## config.mk

```make
export PLATFORM = sky130hd
export DESIGN_NAME = vga_timing_gen
export DESIGN_NICKNAME = d
export VERILOG_FILES = /design/src/rtl/vga_pkg.sv /design/src/rtl/vga_delay_line.sv /design/src/rtl/vga_timing_gen.sv
export SDC_FILE = /design/constraint.sdc
export NUM_CORES = 1
export LEC_CHECK = 0
export BUFFER_PORTS_ARGS = -buffer_cell sky130_fd_sc_hd__buf_4
export CAP_MARGIN = 30
export CELL_PAD_IN_SITES_DETAIL_PLACEMENT = 0
export CELL_PAD_IN_SITES_GLOBAL_PLACEMENT = 1
export CORE_UTILIZATION = 44
export CTS_CLUSTER_SIZE = 14
export DETAILED_ROUTE_END_ITERATION = 6
export MAX_ROUTING_LAYER = met4
export PLACE_DENSITY = 0.85
export SYNTH_ARGS = -nofsm -noshare
export SYNTH_HDL_FRONTEND = slang
export SYNTH_HIERARCHICAL = 1
export SYNTH_SLANG_ARGS = --single-unit
```

## constraint.sdc

```tcl
create_clock -name clk_25_175 -period 2.45 [get_ports clk_25_175]
set_input_delay 0.1225 -clock clk_25_175 [delete_from_list [all_inputs] [get_ports clk_25_175]]
set_output_delay 0.1225 -clock clk_25_175 [all_outputs]
set_load 0.05 [all_outputs]
```

## src/rtl/vga_pkg.sv

```systemverilog
// Shared VGA definitions: default 640x480 timing, total helpers, scan classification and colour bars.
package vga_pkg;

  localparam int DEF_H_ACTIVE = 640;
  localparam int DEF_H_FP     = 16;
  localparam int DEF_H_SYNC   = 96;
  localparam int DEF_H_BP     = 48;
  localparam int DEF_V_ACTIVE = 480;
  localparam int DEF_V_FP     = 10;
  localparam int DEF_V_SYNC   = 2;
  localparam int DEF_V_BP     = 33;

  localparam int NUM_BARS = 8;

  // Per-pixel flags carried alongside the fetch so they land with the returned pixel.
  typedef struct packed {
    logic active;
    logic hsync;
    logic vsync;
    logic line_start;
    logic frame_start;
  } scan_class_t;

  typedef enum logic [2:0] {
    BAR_BLACK   = 3'b000,
    BAR_RED     = 3'b001,
    BAR_GREEN   = 3'b010,
    BAR_YELLOW  = 3'b011,
    BAR_BLUE    = 3'b100,
    BAR_MAGENTA = 3'b101,
    BAR_CYAN    = 3'b110,
    BAR_WHITE   = 3'b111
  } bar_rgb_e;

  function automatic int h_total(input int active, input int fp, input int sync, input int bp);
    return active + fp + sync + bp;
  endfunction

  function automatic int v_total(input int active, input int fp, input int sync, input int bp);
    return active + fp + sync + bp;
  endfunction

  // Bars left to right; bit order is {b,g,r}.
  function automatic bar_rgb_e bar_rgb(input logic [2:0] idx);
    bar_rgb_e color;
    case (idx)
      3'd0:    color = BAR_WHITE;
      3'd1:    color = BAR_YELLOW;
      3'd2:    color = BAR_CYAN;
      3'd3:    color = BAR_GREEN;
      3'd4:    color = BAR_MAGENTA;
      3'd5:    color = BAR_RED;
      3'd6:    color = BAR_BLUE;
      default: color = BAR_BLACK;
    endcase
    return color;
  endfunction

endpackage

```

## src/rtl/vga_delay_line.sv

```systemverilog
// Enabled shift register with asynchronous active-low clear, used to align scan flags with fetch latency.
module vga_delay_line #(
  parameter int WIDTH = 1,
  parameter int DEPTH = 1
) (
  input  logic             clk,
  input  logic             rst_n,
  input  logic             pix_en,
  input  logic [WIDTH-1:0] data,
  output logic [WIDTH-1:0] delayed
);

  logic [WIDTH-1:0] stages [DEPTH];

  always_ff @(posedge clk or negedge rst_n) begin
    if (!rst_n) begin
      for (int i = 0; i < DEPTH; i++) stages[i] <= '0;
    end else if (pix_en) begin
      stages[0] <= data;
      for (int i = 1; i < DEPTH; i++) stages[i] <= stages[i-1];
    end
  end

  assign delayed = stages[DEPTH-1];

endmodule

```

## src/rtl/vga_timing_gen.sv

```systemverilog
// Parametrised VGA raster timing generator with fetch-latency realignment of the returned pixel.
// Optional colour-bar source is enabled by defining VGA_TEST_PATTERN_EN.
module vga_timing_gen
  import vga_pkg::*;
#(
  parameter int H_ACTIVE   = DEF_H_ACTIVE,
  parameter int H_FP       = DEF_H_FP,
  parameter int H_SYNC     = DEF_H_SYNC,
  parameter int H_BP       = DEF_H_BP,
  parameter int V_ACTIVE   = DEF_V_ACTIVE,
  parameter int V_FP       = DEF_V_FP,
  parameter int V_SYNC     = DEF_V_SYNC,
  parameter int V_BP       = DEF_V_BP,
  parameter bit HSYNC_POL  = 1'b0,
  parameter bit VSYNC_POL  = 1'b0,
  parameter int COLOR_W    = 4,
  parameter int CNT_W      = 11,
  parameter int SCALE_LOG2 = 0,
  parameter int FETCH_LAT  = 1
) (
  input  logic                 clk_25_175,
  input  logic                 reset,
  input  logic                 pix_en,
  output logic [CNT_W-1:0]     hreadwire,
  output logic [CNT_W-1:0]     vreadwire,
  input  logic [3*COLOR_W-1:0] pixstream,
`ifdef VGA_TEST_PATTERN_EN
  input  logic                 pattern_sel,
`endif
  output logic [COLOR_W-1:0]   r,
  output logic [COLOR_W-1:0]   g,
  output logic [COLOR_W-1:0]   b,
  output logic                 h_sync,
  output logic                 v_sync,
  output logic                 drawing_pixels,
  output logic                 line_start,
  output logic                 frame_start
);

  localparam int H_TOTAL  = h_total(H_ACTIVE, H_FP, H_SYNC, H_BP);
  localparam int V_TOTAL  = v_total(V_ACTIVE, V_FP, V_SYNC, V_BP);
  localparam int HS_START = H_ACTIVE + H_FP;
  localparam int VS_START = V_ACTIVE + V_FP;
  localparam int CLS_W    = $bits(scan_class_t);
`ifdef VGA_TEST_PATTERN_EN
  localparam int BAR_W    = H_ACTIVE / NUM_BARS;
  localparam int PIPE_W   = CLS_W + 3;
`else
  localparam int PIPE_W   = CLS_W;
`endif

  logic              rst_meta;
  logic              rst_n;
  logic [CNT_W-1:0]  hcnt;
  logic [CNT_W-1:0]  vcnt;
  scan_class_t       cls;
  scan_class_t       tail_cls;
  logic [PIPE_W-1:0] pipe_in;
  logic [PIPE_W-1:0] pipe_out;
  logic [3*COLOR_W-1:0] pixel;

  // Reset asserts asynchronously but releases only after two clock edges.
  always_ff @(posedge clk_25_175 or negedge reset) begin
    if (!reset) {rst_n, rst_meta} <= 2'b00;
    else        {rst_n, rst_meta} <= {rst_meta, 1'b1};
  end

  always_ff @(posedge clk_25_175 or negedge rst_n) begin
    if (!rst_n) begin
      hcnt <= '0;
      vcnt <= '0;
    end else if (pix_en) begin
      if (hcnt == CNT_W'(H_TOTAL - 1)) begin
        hcnt <= '0;
        vcnt <= (vcnt == CNT_W'(V_TOTAL - 1)) ? '0 : vcnt + CNT_W'(1);
      end else begin
        hcnt <= hcnt + CNT_W'(1);
      end
    end
  end

  assign hreadwire = hcnt >> SCALE_LOG2;
  assign vreadwire = vcnt >> SCALE_LOG2;

  always_comb begin
    cls             = '0;
    cls.active      = (hcnt < CNT_W'(H_ACTIVE)) && (vcnt < CNT_W'(V_ACTIVE));
    cls.hsync       = (hcnt >= CNT_W'(HS_START)) && (hcnt < CNT_W'(HS_START + H_SYNC));
    cls.vsync       = (vcnt >= CNT_W'(VS_START)) && (vcnt < CNT_W'(VS_START + V_SYNC));
    cls.line_start  = (hcnt == '0);
    cls.frame_start = (hcnt == '0) && (vcnt == '0);
  end

`ifdef VGA_TEST_PATTERN_EN
  logic [2:0] bar_idx;
  logic [2:0] tail_bar;
  logic [2:0] bar;

  // Bar index by threshold compare avoids a divider on the counter.
  always_comb begin
    bar_idx = '0;
    for (int k = 1; k < NUM_BARS; k++)
      if (hcnt >= CNT_W'(k * BAR_W)) bar_idx = 3'(k);
  end

  assign pipe_in             = {bar_idx, cls};
  assign {tail_bar, tail_cls} = pipe_out;

  always_comb begin
    bar   = bar_rgb(tail_bar);
    pixel = pixstream;
    if (pattern_sel) pixel = {{COLOR_W{bar[2]}}, {COLOR_W{bar[1]}}, {COLOR_W{bar[0]}}};
  end
`else
  assign pipe_in  = cls;
  assign tail_cls = pipe_out;
  assign pixel    = pixstream;
`endif

  vga_delay_line #(
    .WIDTH (PIPE_W),
    .DEPTH (FETCH_LAT)
  ) u_delay (
    .clk     (clk_25_175),
    .rst_n   (rst_n),
    .pix_en  (pix_en),
    .data    (pipe_in),
    .delayed (pipe_out)
  );

  // Final stage joins the delayed flags with the pixel returned for the same coordinate.
  always_ff @(posedge clk_25_175 or negedge rst_n) begin
    if (!rst_n) begin
      r              <= '0;
      g              <= '0;
      b              <= '0;
      h_sync         <= ~HSYNC_POL;
      v_sync         <= ~VSYNC_POL;
      drawing_pixels <= 1'b0;
      line_start     <= 1'b0;
      frame_start    <= 1'b0;
    end else if (pix_en) begin
      r              <= pixel[COLOR_W-1:0]           & {COLOR_W{tail_cls.active}};
      g              <= pixel[2*COLOR_W-1:COLOR_W]   & {COLOR_W{tail_cls.active}};
      b              <= pixel[3*COLOR_W-1:2*COLOR_W] & {COLOR_W{tail_cls.active}};
      h_sync         <= tail_cls.hsync ? HSYNC_POL : ~HSYNC_POL;
      v_sync         <= tail_cls.vsync ? VSYNC_POL : ~VSYNC_POL;
      drawing_pixels <= tail_cls.active;
      line_start     <= tail_cls.line_start;
      frame_start    <= tail_cls.frame_start;
    end
  end

endmodule

```

After elaboration in Yosys (flattened, before gate mapping)
Cells that the tools add are included.
W data, S select, Z words.
Cells by class
  muxes and demuxes: 4
  reductions and logical operators: 7
  bitwise operators: 3
  $add $sub $neg: 2
  order comparisons: 6
  equal/unequal tests: 2
Operators by type and width (number)
  $add A11 B1 Y11 const B: 2
  $eq A11 B10 Y1 const B: 2
  $logic_not A11 Y1: 2
  $lt A11 B10 Y1 const B: 2
  $lt A11 B9 Y1 const B: 2
  $mux W11: 2
  $and A4 B4 Y4: 3
  $ge A11 B10 Y1 const B: 1
  $ge A11 B9 Y1 const B: 1
  $logic_and A1 B1 Y1: 4
  $mux W1: 2
  $reduce_and A2 Y1: 1
Storage, ports and cells
  word-level logic and storage cells: 37
  input port bits: 15
  flip-flop bits (word level): 46
  output and inout port bits: 39

Longest topological paths before layout
  word-level depth: 2
  gate-level depth with buffers: 7
  mapped depth without buffers: 7

Modules after synthesis
The synthesis kept the hierarchy.
By module, submodules not included
  vga_timing_gen: cells each 213, seq. area each 1028.5 µm², times used 1, area an instance 2079.5 µm²
  vga_delay_line: cells each 10, seq. area each 125.1 µm², times used 1, area an instance 181.4 µm²

Least setup slack after synthesis
No wires, ideal clock.
  path type: reg2reg
  start: register hcnt[1] (netlist: hreadwire[1])
  end: register vcnt[10] (netlist: vreadwire[10])
  path slack: 0.574 ns
  setup time: 0.125 ns
  data required time: 2.325 ns
  arrival: 1.751 ns
  buffers on the path: 0
  clock period less this slack: 1.876 ns
  cell stages (with the launch flop): 6
  cell sequence: dfrtp_1 > ha_1 > and3_2 > and3_2 > nand4_1 > mux2_2
Between the ends
  cells in the longest elaborated chain, start to end: 2
RTL lines
  start: declaration: RTL line vga_timing_gen.sv:54  | logic [CNT_W-1:0] hcnt;
  start signal: assignment: RTL line vga_timing_gen.sv:77  | hcnt <= hcnt + CNT_W'(1);
  $eq A11 B10 Y1: RTL line vga_timing_gen.sv:73  | if (hcnt == CNT_W'(H_TOTAL - 1)) begin
  $reduce_and A2 Y1 (no source line)
  end signal: assignment: RTL line vga_timing_gen.sv:75  | vcnt <= (vcnt == CNT_W'(V_TOTAL - 1)) ? '0 : vcnt + CNT_W'(1);
  end: declaration: RTL line vga_timing_gen.sv:55  | logic [CNT_W-1:0] vcnt;
Every way passes these cells.
A chain may end at the register's enable or synchronous reset.

Worst setup path in the final report
  start: register vcnt[1] (netlist: vreadwire[1])
  end: register vcnt[8] (netlist: vreadwire[8])
Between the ends
  cells in the longest elaborated chain, start to end: 2
  elaborated cells between the ends (all ways): 3
  classes of those cells: add/sub (1); eq/ne (1); mux (1)
RTL lines (RTL line)
  $add A11 B1 Y11 or $eq A11 B10 Y1 (tied branches): vga_timing_gen.sv:75
  $mux W11 (*): vga_timing_gen.sv:75
Mark *: on every way between the ends. The rest lies on a longest branch, timed or not.

==> impl_metrics.env <==
export IMPL_status="finished clean"
export IMPL_path_clk_slew_ns=0.09
export IMPL_drcViolationCount=0
export IMPL_fmax_mhz=525
export IMPL_postCtsHoldBufs=1
export IMPL_cp_required_ns=2.65
export IMPL_via_per_inst=5.31
export IMPL_synth_edf_count=0
export IMPL_drt_iter0_drc=142
export IMPL_cp_end_kind="flip-flop"
export IMPL_fin_nets=293
export IMPL_drv_slew=0
export IMPL_die_h_um=73.7
export IMPL_synth_flop_cell="dfrtp_1"
export IMPL_max_vdd_ir_drop_uv=540
export IMPL_cts_root_buf="clkbuf_8"
export IMPL_timing_rr_start="vreadwire[1]$_DFFE_PN0P_"
export IMPL_hold_path_class="input pin to flip-flop"
export IMPL_core_area_mm2=0.00485
export IMPL_num_fill_cells=439
export IMPL_grt_max_degree=45
export IMPL_ys_seq_elements=46
export IMPL_grtUsageMet2=0.286
export IMPL_cts_htree_levels=2
export IMPL_grt_pass1_vias=1661
export IMPL_first_pass_iters=4
export IMPL_n_antenna_cell=0
export IMPL_grt_first_pass_wirelength_um=7710
export IMPL_drtAntennaViolNets=0
export IMPL_reg2reg_depth=6
export IMPL_cp_start_kind="flip-flop"
export IMPL_multiInputGateArea_um2=951
export IMPL_synth_cell_type_count=39
export IMPL_grtUsageTotal=0.195
export IMPL_wl_um=4620
export IMPL_hold_path_startpoint="pixstream[9]"
export IMPL_setup_worst_path_class="flip-flop to flip-flop"
export IMPL_place_ws_ns=0.562
export IMPL_p_per_area_mw_per_mm2=664
export IMPL_worstSetupStartpoint="vreadwire[1]$_DFFE_PN0P_"
export IMPL_routed_via_count=1816
export IMPL_synthCells=223
export IMPL_arrival_ns=2.10
export IMPL_met3_usage=0.0631
export IMPL_io_pins=54
export IMPL_layout_min_cycle_time_ns=1.90
export IMPL_finalCritPeriodShare=0.777
export IMPL_finClkSkew_ns=0.00641
export IMPL_drv_cap=0
export IMPL_clock_path_buffers=2
export IMPL_cts_buffers=5
export IMPL_synth_top_area_share=0.487
export IMPL_post_cts_buffers=0
export IMPL_setup_viol=0
export IMPL_clock_latency_ns=0.31
export IMPL_seq_area_mm2=0.00115
export IMPL_grt_setup_unrepaired="false"
export IMPL_hpwlAfterDp_um=3150
export IMPL_initial_core_util=0.466
export IMPL_area_growth_pct=24.5
export IMPL_dieArea_mm2=0.00543
export IMPL_placed_area_mm2=0.00267
export IMPL_syn_area_per_cell_um2=10.1
export IMPL_die_w_um=73.7
export IMPL_drive_above_1_share=0.302
export IMPL_hold_path_cell_count=3
export IMPL_setup_ws_ns=0.546
export IMPL_leakage_nw=1.31
export IMPL_synth_warnings=6
export IMPL_rows=25
export IMPL_io_buffers=53
export IMPL_synth_commonest_cells="dfrtp_1 (44), o21ai_0 (28), nand3_1 (25), inv_1 (22), nand2_1 (12)"
export IMPL_fin_area_mm2=0.00281
export IMPL_async_flop_share=1.00
export IMPL_grt_overflow_total=0
export IMPL_gp_congestion=0.775
export IMPL_wl_per_cell_um=13.5
export IMPL_synth_fp_nets=242
export IMPL_yosys_top_cells_area="dfrtp_1 (49%), o21ai_0 (6.2%), nand3_1 (5.5%)"
export IMPL_netlist_area_mm2=0.00226
export IMPL_worst_path_max_fanout=11
export IMPL_top_usage_layer="met2"
export IMPL_ctsResizeCount=0
export IMPL_global_route_usage_met1=0.256
export IMPL_antenna_found_initial=0
export IMPL_hold_viol_final=0
export IMPL_cts_tree="built"
export IMPL_seq_area_frac_synth=0.510
export IMPL_clkSinkCount=46
export IMPL_fin_tns_setup_ns=0
export IMPL_synth_most_common_cell="dfrtp_1"
export IMPL_synth_largest_area_cell="dfrtp_1"
[worst max-delay path, cell delays in order (launching register included)]
cell and delay, ns:
dfrtp_1 0.44, inv_1 0.09, ha_1 0.14, nor4b_4 0.33
nand3_1 0.40, a21oi_1 0.28, mux2i_1 0.10
[placed cells by master (no fill, tap or decap), types with 2 or more instances in the layout]
| cell | Yosys | routed |
|---|---|---|
| clkbuf_8 | 1 | 5 |
| nand4_1 | 9 | 9 |
| mux2i_1 | 5 | 5 |
| a31oi_1 | 4 | 4 |
| inv_1 | 22 | 22 |
| nor2_1 | 6 | 6 |
| a21oi_1 | 5 | 5 |
| and4_1 | 2 | 2 |
| ha_1 | 4 | 4 |
| nand2_1 | 12 | 12 |
| nor4_1 | 2 | 2 |
| and3_2 | 4 | 4 |
| o21ai_0 | 28 | 28 |
| mux2_2 | 9 | 9 |
| nor3_1 | 3 | 3 |
| dfstp_2 | 2 | 2 |
| xnor2_1 | 6 | 6 |
| clkinvlp_4 | 0 | 2 |
| buf_4 | 2 | 53 |
| dfrtp_1 | 44 | 43 |
| nand3_1 | 25 | 25 |
| and3_1 | 5 | 5 |
[cell type report]
class                           count  share of cell area
Sequential cell                    46               0.410
Multi-Input combinational cell    144               0.338
Timing Repair Buffer               55               0.152
Tap cell                           67              0.0298
Inverter                           22              0.0293
Clock buffer                        5              0.0245
Clock inverter                      3              0.0160
[cells by family (layout without fill, tap and decap cells)]
family	Yosys count	in the layout	synth area share
adder cells (fa/ha/maj)	4	4	0.0221
multiplexers	14	14	0.0670
flip-flops	46	46	0.510
AND/OR/NAND/NOR	80	80	0.215
AO/OA/AOI/OAI	38	38	0.0880
XOR/XNOR	7	7	0.0271
other	1	1	0.00166
buffers and inverters	33	85	0.0692
[stage by stage]
step                      power [mW]  hold slack [ns]  std cells  utilization
after floorplan                 1.19           -0.173        223            -
after global placement          1.30          -0.0951        332        0.551
after detailed placement        1.31          -0.0945        332        0.551
after CTS                       1.88           0.0409        341        0.576
after global routing            1.96           0.0312        342        0.580
final                           1.87           0.0403        342        0.580
[layer usage]
layer	routed length (µm)	vias to the layer above	part of all wire
met5	0	-	0
met3	292	7	0.063
met1	2110	861	0.46
met4	68	0	0.015
met2	2150	62	0.46
li1	-	886	-
[path summary, 6_finish.rpt]
| kind | to | slack, ns |
|---|---|---|
| setup reg to reg | vreadwire[8]$_DFFE_PN0P_ | 0.55 |
| max in group asynchronous | v_sync$_DFFE_PN1P_ | 1.82 |
| hold / removal | b[1]$_DFFE_PN0P_ | 0.04 |
| hold reg to reg | b[2]$_DFFE_PN0P_ | 0.12 |
| min in group asynchronous | b[2]$_DFFE_PN0P_ | 0.12 |
| setup / recovery | vreadwire[8]$_DFFE_PN0P_ | 0.55 |
[power by group]
| part | internal, mW | leakage (nW) | switching (mW) |
|---|---|---|---|
| clock network | 0.303 | 0.0504 | 0.272 |
| registers | 0.807 | 0.599 | 0.0864 |
| logic | 0.147 | 0.657 | 0.253 |
[sequential cells by signal (all words and copies together) (netlist names), 4 cells and up]
| signal | count |
|---|---|
| u_delay/delayed | 5 |
| g | 4 |
| b | 4 |
| r | 4 |
| hreadwire | 11 |
| vreadwire | 11 |
Power figures use the tool's default switching activity.
